File: config.mk
export PLATFORM = sky130hd
export DESIGN_NAME = adder_tree_arbiter
export DESIGN_NICKNAME = d
export VERILOG_FILES = /design/src/rtl/adder_tree_pkg.sv /design/src/rtl/rr_arbiter.sv /design/src/rtl/adder_tree_arbiter.sv
export SDC_FILE = /design/constraint.sdc
export NUM_CORES = 1
export LEC_CHECK = 0
export ABC_CLOCK_PERIOD_IN_PS = 3700
export CORE_AREA = 2 2 160 162
export DETAILED_ROUTE_END_ITERATION = 10
export DIE_AREA = 0 0 162 164
export PLACE_DENSITY = 0.56
export SYNTH_ARGS = -nofsm -noshare
export SYNTH_HDL_FRONTEND = slang
export SYNTH_SLANG_ARGS = --single-unit
File: constraint.sdc
create_clock -name clk -period 3.7 [get_ports clk]
set_input_delay 0.37 -clock clk [delete_from_list [all_inputs] [get_ports clk]]
set_output_delay 0.37 -clock clk [all_outputs]
set_load 0.01 [all_outputs]
File: src/rtl/adder_tree_pkg.sv
// Shared constants for the adder-tree arbiter. Tree depth depends on
// the ADDER_TREE_FULL_SUM_EN macro (3 levels when defined, else 2).
package adder_tree_pkg;

   localparam int OP_COUNT = 8;

`ifdef ADDER_TREE_FULL_SUM_EN
   localparam int TREE_LEVELS = 3;
`else
   localparam int TREE_LEVELS = 2;
`endif

   localparam int TREE_OPS = 1 << TREE_LEVELS;

   function automatic int id_width(input int n);
      return (n > 1) ? $clog2(n) : 1;
   endfunction

endpackage

File: src/rtl/rr_arbiter.sv
// Round-robin arbiter: one-hot grant among asserted requests, starting the
// search at the rotating priority pointer; pointer moves past each winner.
module rr_arbiter
   import adder_tree_pkg::*;
#(
   parameter int NUM_REQ = 4,
   localparam int IW = id_width(NUM_REQ)
) (
   input  logic               clk,
   input  logic               rst,
   input  logic [NUM_REQ-1:0] req,
   input  logic               accept,
   output logic [NUM_REQ-1:0] gnt,
   output logic [IW-1:0]      gnt_idx
);

   logic [IW-1:0] ptr;
   logic [IW-1:0] cand;
   logic          found;

   // NUM_REQ is a power of two, so IW-bit addition wraps the search index.
   always_comb begin
      gnt     = '0;
      gnt_idx = '0;
      found   = 1'b0;
      cand    = '0;
      for (int i = 0; i < NUM_REQ; i++) begin
         cand = IW'(int'(ptr) + i);
         if (accept && !found && req[cand]) begin
            found     = 1'b1;
            gnt[cand] = 1'b1;
            gnt_idx   = cand;
         end
      end
   end

   always_ff @(posedge clk or posedge rst) begin
      if (rst)
         ptr <= '0;
      else if (|gnt)
         ptr <= gnt_idx + 1'b1;
   end

endmodule

File: src/rtl/adder_tree_arbiter.sv
// Round-robin arbitrated 2-stage adder tree (S1: operands, S2: sum).
// Define ADDER_TREE_FULL_SUM_EN to sum all 8 operands instead of 0..3.
module adder_tree_arbiter
   import adder_tree_pkg::*;
#(
   parameter int ADDER_WIDTH = 12,
   parameter int NUM_REQ     = 4,
   localparam int IW         = id_width(NUM_REQ),
   localparam int SUM_W      = ADDER_WIDTH + TREE_LEVELS
) (
   input  logic                                  clk,
   input  logic                                  rst,
   input  logic [NUM_REQ-1:0]                    req,
   input  logic [NUM_REQ*OP_COUNT*ADDER_WIDTH-1:0] op,
   output logic [NUM_REQ-1:0]                    gnt,
   output logic                                  out_valid,
   input  logic                                  out_ready,
   output logic [IW-1:0]                         out_id,
   output logic [SUM_W-1:0]                      out_sum
);

   logic                   adv_p1;
   logic                   accept;
   logic [IW-1:0]          id_p0;
   logic [ADDER_WIDTH-1:0] opnd_p0 [TREE_OPS];

   logic                   vld_p1;
   logic [IW-1:0]          id_p1;
   logic [ADDER_WIDTH-1:0] opnd_p1 [TREE_OPS];
   logic [SUM_W-1:0]       sum_p1;

   logic                   vld_p2;
   logic [IW-1:0]          id_p2;
   logic [SUM_W-1:0]       sum_p2;

   assign adv_p1 = !vld_p2 || out_ready;
   assign accept = !rst && (!vld_p1 || adv_p1);

   rr_arbiter #(.NUM_REQ(NUM_REQ)) u_arb (
      .clk     (clk),
      .rst     (rst),
      .req     (req),
      .accept  (accept),
      .gnt     (gnt),
      .gnt_idx (id_p0)
   );

   // Stage 0: select the winner's operands
   always_comb begin
      for (int k = 0; k < TREE_OPS; k++)
         opnd_p0[k] = op[(int'(id_p0) * OP_COUNT + k) * ADDER_WIDTH +: ADDER_WIDTH];
   end

`ifndef ADDER_TREE_FULL_SUM_EN
   logic unused_op;
   always_comb begin
      unused_op = 1'b0;
      for (int r = 0; r < NUM_REQ; r++)
         for (int k = TREE_OPS; k < OP_COUNT; k++)
            unused_op = unused_op ^ (^op[(r * OP_COUNT + k) * ADDER_WIDTH +: ADDER_WIDTH]);
   end
`endif

   // Stage 1: granted operands and id
   always_ff @(posedge clk or posedge rst) begin
      if (rst)
         vld_p1 <= 1'b0;
      else if (accept)
         vld_p1 <= |gnt;
   end

   always_ff @(posedge clk) begin
      if (|gnt) begin
         id_p1 <= id_p0;
         for (int k = 0; k < TREE_OPS; k++)
            opnd_p1[k] <= opnd_p0[k];
      end
   end

   // Zero-extended tree, each level one bit wider than its inputs
`ifdef ADDER_TREE_FULL_SUM_EN
   logic [ADDER_WIDTH:0]   lvl1 [4];
   logic [ADDER_WIDTH+1:0] lvl2 [2];
   always_comb begin
      for (int i = 0; i < 4; i++)
         lvl1[i] = {1'b0, opnd_p1[2*i]} + {1'b0, opnd_p1[2*i+1]};
      for (int i = 0; i < 2; i++)
         lvl2[i] = {1'b0, lvl1[2*i]} + {1'b0, lvl1[2*i+1]};
      sum_p1 = {1'b0, lvl2[0]} + {1'b0, lvl2[1]};
   end
`else
   logic [ADDER_WIDTH:0]   lvl1 [2];
   always_comb begin
      for (int i = 0; i < 2; i++)
         lvl1[i] = {1'b0, opnd_p1[2*i]} + {1'b0, opnd_p1[2*i+1]};
      sum_p1 = {1'b0, lvl1[0]} + {1'b0, lvl1[1]};
   end
`endif

   // Stage 2: registered result, held while the consumer stalls
   always_ff @(posedge clk or posedge rst) begin
      if (rst) begin
         vld_p2 <= 1'b0;
         id_p2  <= '0;
         sum_p2 <= '0;
      end else if (adv_p1) begin
         vld_p2 <= vld_p1;
         if (vld_p1) begin
            id_p2  <= id_p1;
            sum_p2 <= sum_p1;
         end
      end
   end

   assign out_valid = vld_p2;
   assign out_id    = id_p2;
   assign out_sum   = sum_p2;

endmodule

==> run metrics, run 1 <==
TritonCTS Buffers 9; DRC 0; Clk pin slew, worst setup/hold paths 0.06 ns; leading cell type in the layout, fill and taps excluded clkdlybuf4s50_1; die area 0.0266 mm2; Final Max Tran Viols 0; chip width 162 um; global-route wire length before repair 25.1 mm; ANT cells 0; status completed; Slew Limit Headroom 58.0%; CTS Root Buffer Type clkbuf_16; Worst EP arrival 3.19 ns; Area growth, synth to finish 55.4%; Post-DP HPWL 13.7 mm; hold_buf cts 0; Max Cap Viol 0; Layout fillers 2640; r2r setup slk 0.26 ns; Setup Crit Path Kind register to primary output; P per Cell Area 1160 mW/mm2; Setup crit start u_arb.ptr[1]; worst r2r dst opnd_p1[1][6]; Die H 164 um; row count 58; final wirelength 16.6 mm; end of the critical path gnt[2]; core area 0.0248 mm2; dpl cell area 0.00792 mm2; H-tree lvl count 3; Pleak 3.28 nW; DR iter-0 viols 219; Data required, critical path 3.33 ns; final worst slack 0.137 ns; Worst Max-Slew Pin Slew 0.629 ns; Vias/cell 4.28; post-CTS setup buffers 0; crit path launch type register; EDFF count, synth 50; TritonCTS clock tree yes; maximum vdd drop 0.574 mV; syn_nets 1009; R2R cell count 9; clk_lat worst skew 0.33 ns; r2r startpoint u_arb.ptr[1]; DR WL/cell 14.8 um; Min-Delay Path Class primary input to asynchronous set/reset pin; GRT overflow 0; YS warnings 0; setup violators final 0; # resized after CTS 2; min Tclk post-route 3.56 ns; asr flop ratio synth 28.6%; critical path endpoint category primary output; Post-Synthesis Cells 577; f_max 281 MHz; total power 0.00958 W; post-synthesis sequential area ratio 37.5%; Post-Syn Area per Cell 9.25 um2; fin area 0.00830 mm2; maximum number of pins on one net before global-route repair 49; Synth cell types 43; crit path max fanout 5; final hold violations 0; Final Wtd Congestion 0.804; Detailed Routing Iterations Pass 1 4; Yosys reg bits 70; fin crit share 96.3%; most frequent cells in the layout 218 x clkdlybuf4s50_1, 116 x nand2_1, 72 x inv_1; IO Pins 412; # nets final 1222; dominant synthesized flop cell edfxtp_1; Final Skew 0.00723 ns; Cell Area, Synth 0.00534 mm2; worst-case clock buffer depth 2; Post-Place Worst Slack 0.0947 ns; GRT Total Usage 12.4%; vias 4814; initial antenna violation count 1; layout cell share with drive strength beyond 1 6.92%; port bufs 219; final hold slack 0.396 ns; starting density of the core 21.5%; vias in the first global route 4740; Routed Antenna Nets 0; clock sink count 70
-- flip-flops by register name (all words and copies together), names as in the netlist --
signal,cells
out_valid,1
id_p1,2
out_id,2
u_arb.ptr,2
out_sum,14
opnd_p1,48
vld_p1,1
-- through the flow --
stage          instances  utilization [%]  setup TNS [ns]
3_5_place_dp        1109             31.9               0
6_report            1125             33.4               0
2_1_floorplan        577                -               0
4_1_cts             1125             33.3               0
5_1_grt             1125             33.4         -0.0113
3_3_place_gp        1109             31.9               0
-- where the power goes --
part	internal [W]	total (W)	switching [W]
Combinational	0.00304	0.00695	0.00390
Clock	0.000598	0.000944	0.000346
Sequential	0.00153	0.00169	0.000159
Total	0.00517	0.00958	0.00441
-- Yosys cell counts (all sizes together), types with 17 or more instances --
master | n | share of area, %
a211oi | 48 | 6.8
edfxtp | 50 | 28
dfrtp | 20 | 9.4
buf | 29 | 4.0
and2 | 50 | 5.9
fa | 24 | 9.0
ha | 17 | 4.0
a31oi | 50 | 5.9
inv | 73 | 5.1
o21ai | 20 | 1.9
nand2 | 116 | 8.2
-- worst min-delay path by stage --
stage,startpoint,to,slack (ns),depth (start not counted)
floorplan,rst,out_id[0],0.34,1
global placement,id_p1[0],out_id[0],0.46,1
detailed placement,id_p1[1],out_id[1],0.47,1
CTS,rst,out_sum[7],0.40,3
global route,rst,vld_p1,0.44,3
finish,rst,out_valid,0.40,3
-- per-layer routing --
metal / vias to the layer above / wire [um] / GRT usage [%]
met5: - / 7 / 0
met4: 2 / 258 / 3.42
met3: 18 / 1190 / 3.81
met2: 159 / 8110 / 21.7
met1: 2201 / 7070 / 14.6
li1: 2434 / - / -
-- area by class of cell --
type	count	area, um2	area share [%]
sequential	70	2000	24.1
timing repair buffer	238	2400	28.9
multi-input combinational	397	2870	34.5
clock buffer	9	225	2.71
inverter	74	287	3.45
clock inverter	7	104	1.25
tap	330	413	4.98
-- worst max-delay path: stages (launching register included) --
cell and delay, ns:
dfrtp_1 0.44, inv_1 0.13, ha_1 0.40, mux4_2 0.58, nand2b_1 0.24, nor3_4 0.20
a22oi_1 0.15, o21ai_2 0.15, clkdlybuf4s50_1 0.58
-- cell families (layout without fill, tap and decap cells) --
kind of cell	Yosys count	count (layout)	share of synthesized area, %
buffers and inverters	110	328	9.77
xor gates and xnor gates	8	8	1.31
and+or+nand+nor	187	187	16.6
muxes	11	11	3.12
AOI/OAI and AO/OA	150	150	18.7
adders and majority gates	41	41	13.0
DFF	70	70	37.5
Power figures use the tool's default switching activity.
==> run 2, diff against run 1 <==
- ABC_AREA: default -> 1
- CORE_AREA: 2 2 160 162 -> 2 2 159 161
- DIE_AREA: 0 0 162 164 -> 0 0 161 163
- PLACE_DENSITY: 0.56 -> 0.58
==> run metrics, run 2 <==
Pleak 3.87 nW (was 3.28 nW); Min-Delay Path Class primary input to asynchronous set/reset pin (unchanged); Adder-Cell Fraction of Synth Area 12.1% (was 13.0%); wire length on met2 8.32 mm (was 8.11 mm); most frequent cells in the layout 219 x clkdlybuf4s50_1, 182 x nand2_1, 133 x inv_1 (was 218 x clkdlybuf4s50_1, 116 x nand2_1, 72 x inv_1); DR iter-0 viols 246 (was 219); Cell Area, Synth 0.00575 mm2 (was 0.00534 mm2); post-synthesis sequential area ratio 34.8% (was 37.5%); final wirelength 17.1 mm (was 16.6 mm); syn_nets 1182 (was 1009); mux cell area share after synthesis 0% (was 3.12%); Vias/cell 4.09 (was 4.28); vias in the first global route 5134 (was 4740); Post-DP HPWL 14.0 mm (was 13.7 mm); crit path launch type register (unchanged); DR WL/cell 13.2 um (was 14.8 um); die area 0.0262 mm2 (was 0.0266 mm2); post-synth top area share 26.1% (was 28.1%); top-count cell post-synth nand2_1 (unchanged); Final Skew 0.0101 ns (was 0.00723 ns); TritonCTS Buffers 9 (unchanged); Die H 163 um (was 164 um); critical path endpoint category register (was primary output); Max Cap Viol 0 (unchanged); area leader, netlist edfxtp_1 (unchanged); max FFs per register 48 (unchanged); vias 5301 (was 4814); crit path max fanout 3 (was 5); leading cell type in the layout, fill and taps excluded clkdlybuf4s50_1 (unchanged); Area growth, synth to finish 49.0% (was 55.4%); layout cell share with drive strength beyond 1 6.85% (was 6.92%); Worst Max-Slew Pin Slew 0.573 ns (was 0.629 ns); Final Wtd Congestion 0.800 (was 0.804); clk_lat worst skew 0.33 ns (about the same); XOR/XNOR Fraction of Synth Area 0.914% (was 1.31%); Post-Synthesis Cells 750 (was 577); chip width 161 um (was 162 um); ranking of synthesized cells by area edfxtp_1 26%, nand2_1 12%, dfrtp_1 8.7%, inv_1 8.7%, fa_1 8.4% (was edfxtp_1 28%, dfrtp_1 9.4%, fa_1 9.0%, nand2_1 8.2%, a211oi_1 6.8%); global-route wire length before repair 26.5 mm (was 25.1 mm); simple logic cell fraction of the synthesized area 23.9% (was 16.6%); IO Pins 412 (unchanged); CP Cell Sequence inv_1 > fa_1 > fa_1 > inv_1 > ha_1 > inv_1 > fa_1 > inv_1 > nand3_1 > nand2_1 > a21oi_1 > o21ai_0 > nand2_1 > nand2_1 > nand2_1 > a31oi_1 (was inv_1 > ha_1 > mux4_2 > nand2b_1 > nor3_4 > a22oi_1 > o21ai_2 > clkdlybuf4s50_1); dominant synthesized flop cell edfxtp_1 (unchanged); H-tree lvl count 3 (unchanged); port bufs 219 (unchanged); CP Depth 16 (was 8); WP buf/inv 4 (was 2); GRT Total Usage 12.9% (was 12.4%); min Tclk post-route 3.28 ns (was 3.56 ns); max layer used met4 (was met5); row count 58 (unchanged); setup violators final 0 (unchanged); hold_buf cts 0 (unchanged); R2R cell count 16 (was 9); Data required, critical path 3.94 ns (was 3.33 ns); Worst EP arrival 3.52 ns (was 3.19 ns); CTS Root Buffer Type clkbuf_16 (unchanged); Detailed Routing Iterations Pass 1 4 (unchanged); # nets final 1391 (was 1222); Fin Setup TNS 0 ns (unchanged); main combinational cell family by area after synthesis simple AND/OR/NAND/NOR gates (was compound AO/OA/AOI/OAI gates); GRT overflow 0 (unchanged); asr flop ratio synth 28.6% (unchanged); Yosys reg bits 70 (unchanged); final hold violations 0 (unchanged); cell family with most CP delay adder cells (was buffers and inverters); Routed Antenna Nets 0 (unchanged); Worst path max stage delay 0.56 ns (was 0.58 ns); fin crit share 88.6% (was 96.3%); Synth cell types 36 (was 43); initial antenna violation count 2 (was 1); top cells by count, synth 183 x nand2_1, 133 x inv_1, 106 x nor2_1 (was 116 x nand2_1, 73 x inv_1, 50 x a31oi_1, 50 x edfxtp_1, 48 x a211oi_1); critical path's slowest cell fa_1 (was mux4_2); YS warnings 0 (unchanged); total power 0.0110 W (was 0.00958 W); f_max 305 MHz (was 281 MHz); maximum vdd drop 0.664 mV (was 0.574 mV); starting density of the core 23.3% (was 21.5%); DRC 0 (unchanged); maximum number of pins on one net before global-route repair 53 (was 49); WL met1 7.52 mm (was 7.07 mm); core area 0.0247 mm2 (was 0.0248 mm2); status completed (unchanged); Setup Crit Path Kind register to register (was register to primary output); worst-case clock buffer depth 2 (unchanged); Clk pin slew, worst setup/hold paths 0.06 ns (about the same); RSZ-0062 raised after global routing no; # resized after CTS 0 (was 2); met3 wire length 1.03 mm (was 1.19 mm); Post-Syn Area per Cell 7.67 um2 (was 9.25 um2); placed insts 1278 (was 1109); Final Max Tran Viols 0 (unchanged); Compound-Gate Fraction of Synth Area 15.2% (was 18.7%); Slew Limit Headroom 61.3% (was 58.0%); TritonCTS clock tree yes (unchanged); clock sink count 70 (unchanged); P per Cell Area 1280 mW/mm2 (was 1160 mW/mm2); dpl cell area 0.00828 mm2 (was 0.00792 mm2); EDFF count, synth 50 (unchanged); non-filler cells, final 1295 (was 1125); fin area 0.00857 mm2 (was 0.00830 mm2); Biggest register opnd_p1 (unchanged); post-CTS setup buffers 0 (unchanged)
-- run 2: tightest hold or removal path, cell delays in order --
cell and delay [ns]:
clkdlybuf4s50_1 0.40, inv_1 0.07, buf_4 0.26
-- run 2: per-layer routing --
layer / up-vias / track usage [%]
met5: - / 0
met4: 0 / 2.96
met1: 2337 / 16.0
met2: 146 / 22.5
li1: 2801 / -
met3: 17 / 3.62
-- run 2: cell families (layout without fill, tap and decap cells) --
group                    Yosys count  after routing
AO/OA/AOI/OAI                    124            124
XOR/XNOR                           6              6
adder cells (fa/ha/maj)           41             41
buffers and inverters            172            386
flip-flops                        70             70
other                              0              1
AND/OR/NAND/NOR                  337            337
-- run 2: worst paths after layout --
kind	start	end	slack, ns
max	opnd_p1[3][1]	out_sum[11]	0.42
min	rst	u_arb.ptr[1]	0.40
max reg2reg	opnd_p1[3][1]	out_sum[11]	0.42
min reg2reg	id_p1[1]	out_id[1]	0.44
max in group asynchronous	rst	out_sum[7]	3.08
min in group clk	id_p1[1]	out_id[1]	0.44
-- run 2: metrics by stage --
step	utilization [%]	worst slack (ns)	hold WS, ns
global route	34.7	0.212	0.434
global placement	33.6	0.490	0.429
CTS	34.7	0.406	0.408
detailed placement	33.6	0.470	0.432
floorplan	-	0.390	0.342
finish	34.7	0.423	0.400
-- run 2: where the power goes --
| part | internal (W) | switching, W |
|---|---|---|
| combinational | 0.00318 | 0.00514 |
| clock | 0.000516 | 0.000309 |
| sequential | 0.00165 | 0.000193 |
| total | 0.00534 | 0.00564 |
-- run 2: layout make-up --
class / count / area (um2)
clock buffers: 9 / 225
diodes: 1 / 2.50
repair buffers: 233 / 2350
well taps: 330 / 413
fillers: 2644 / 16100
flip-flops and latches: 70 / 2000
inverters: 137 / 517
clock inverters: 7 / 63.8
multi-input cells: 508 / 3000
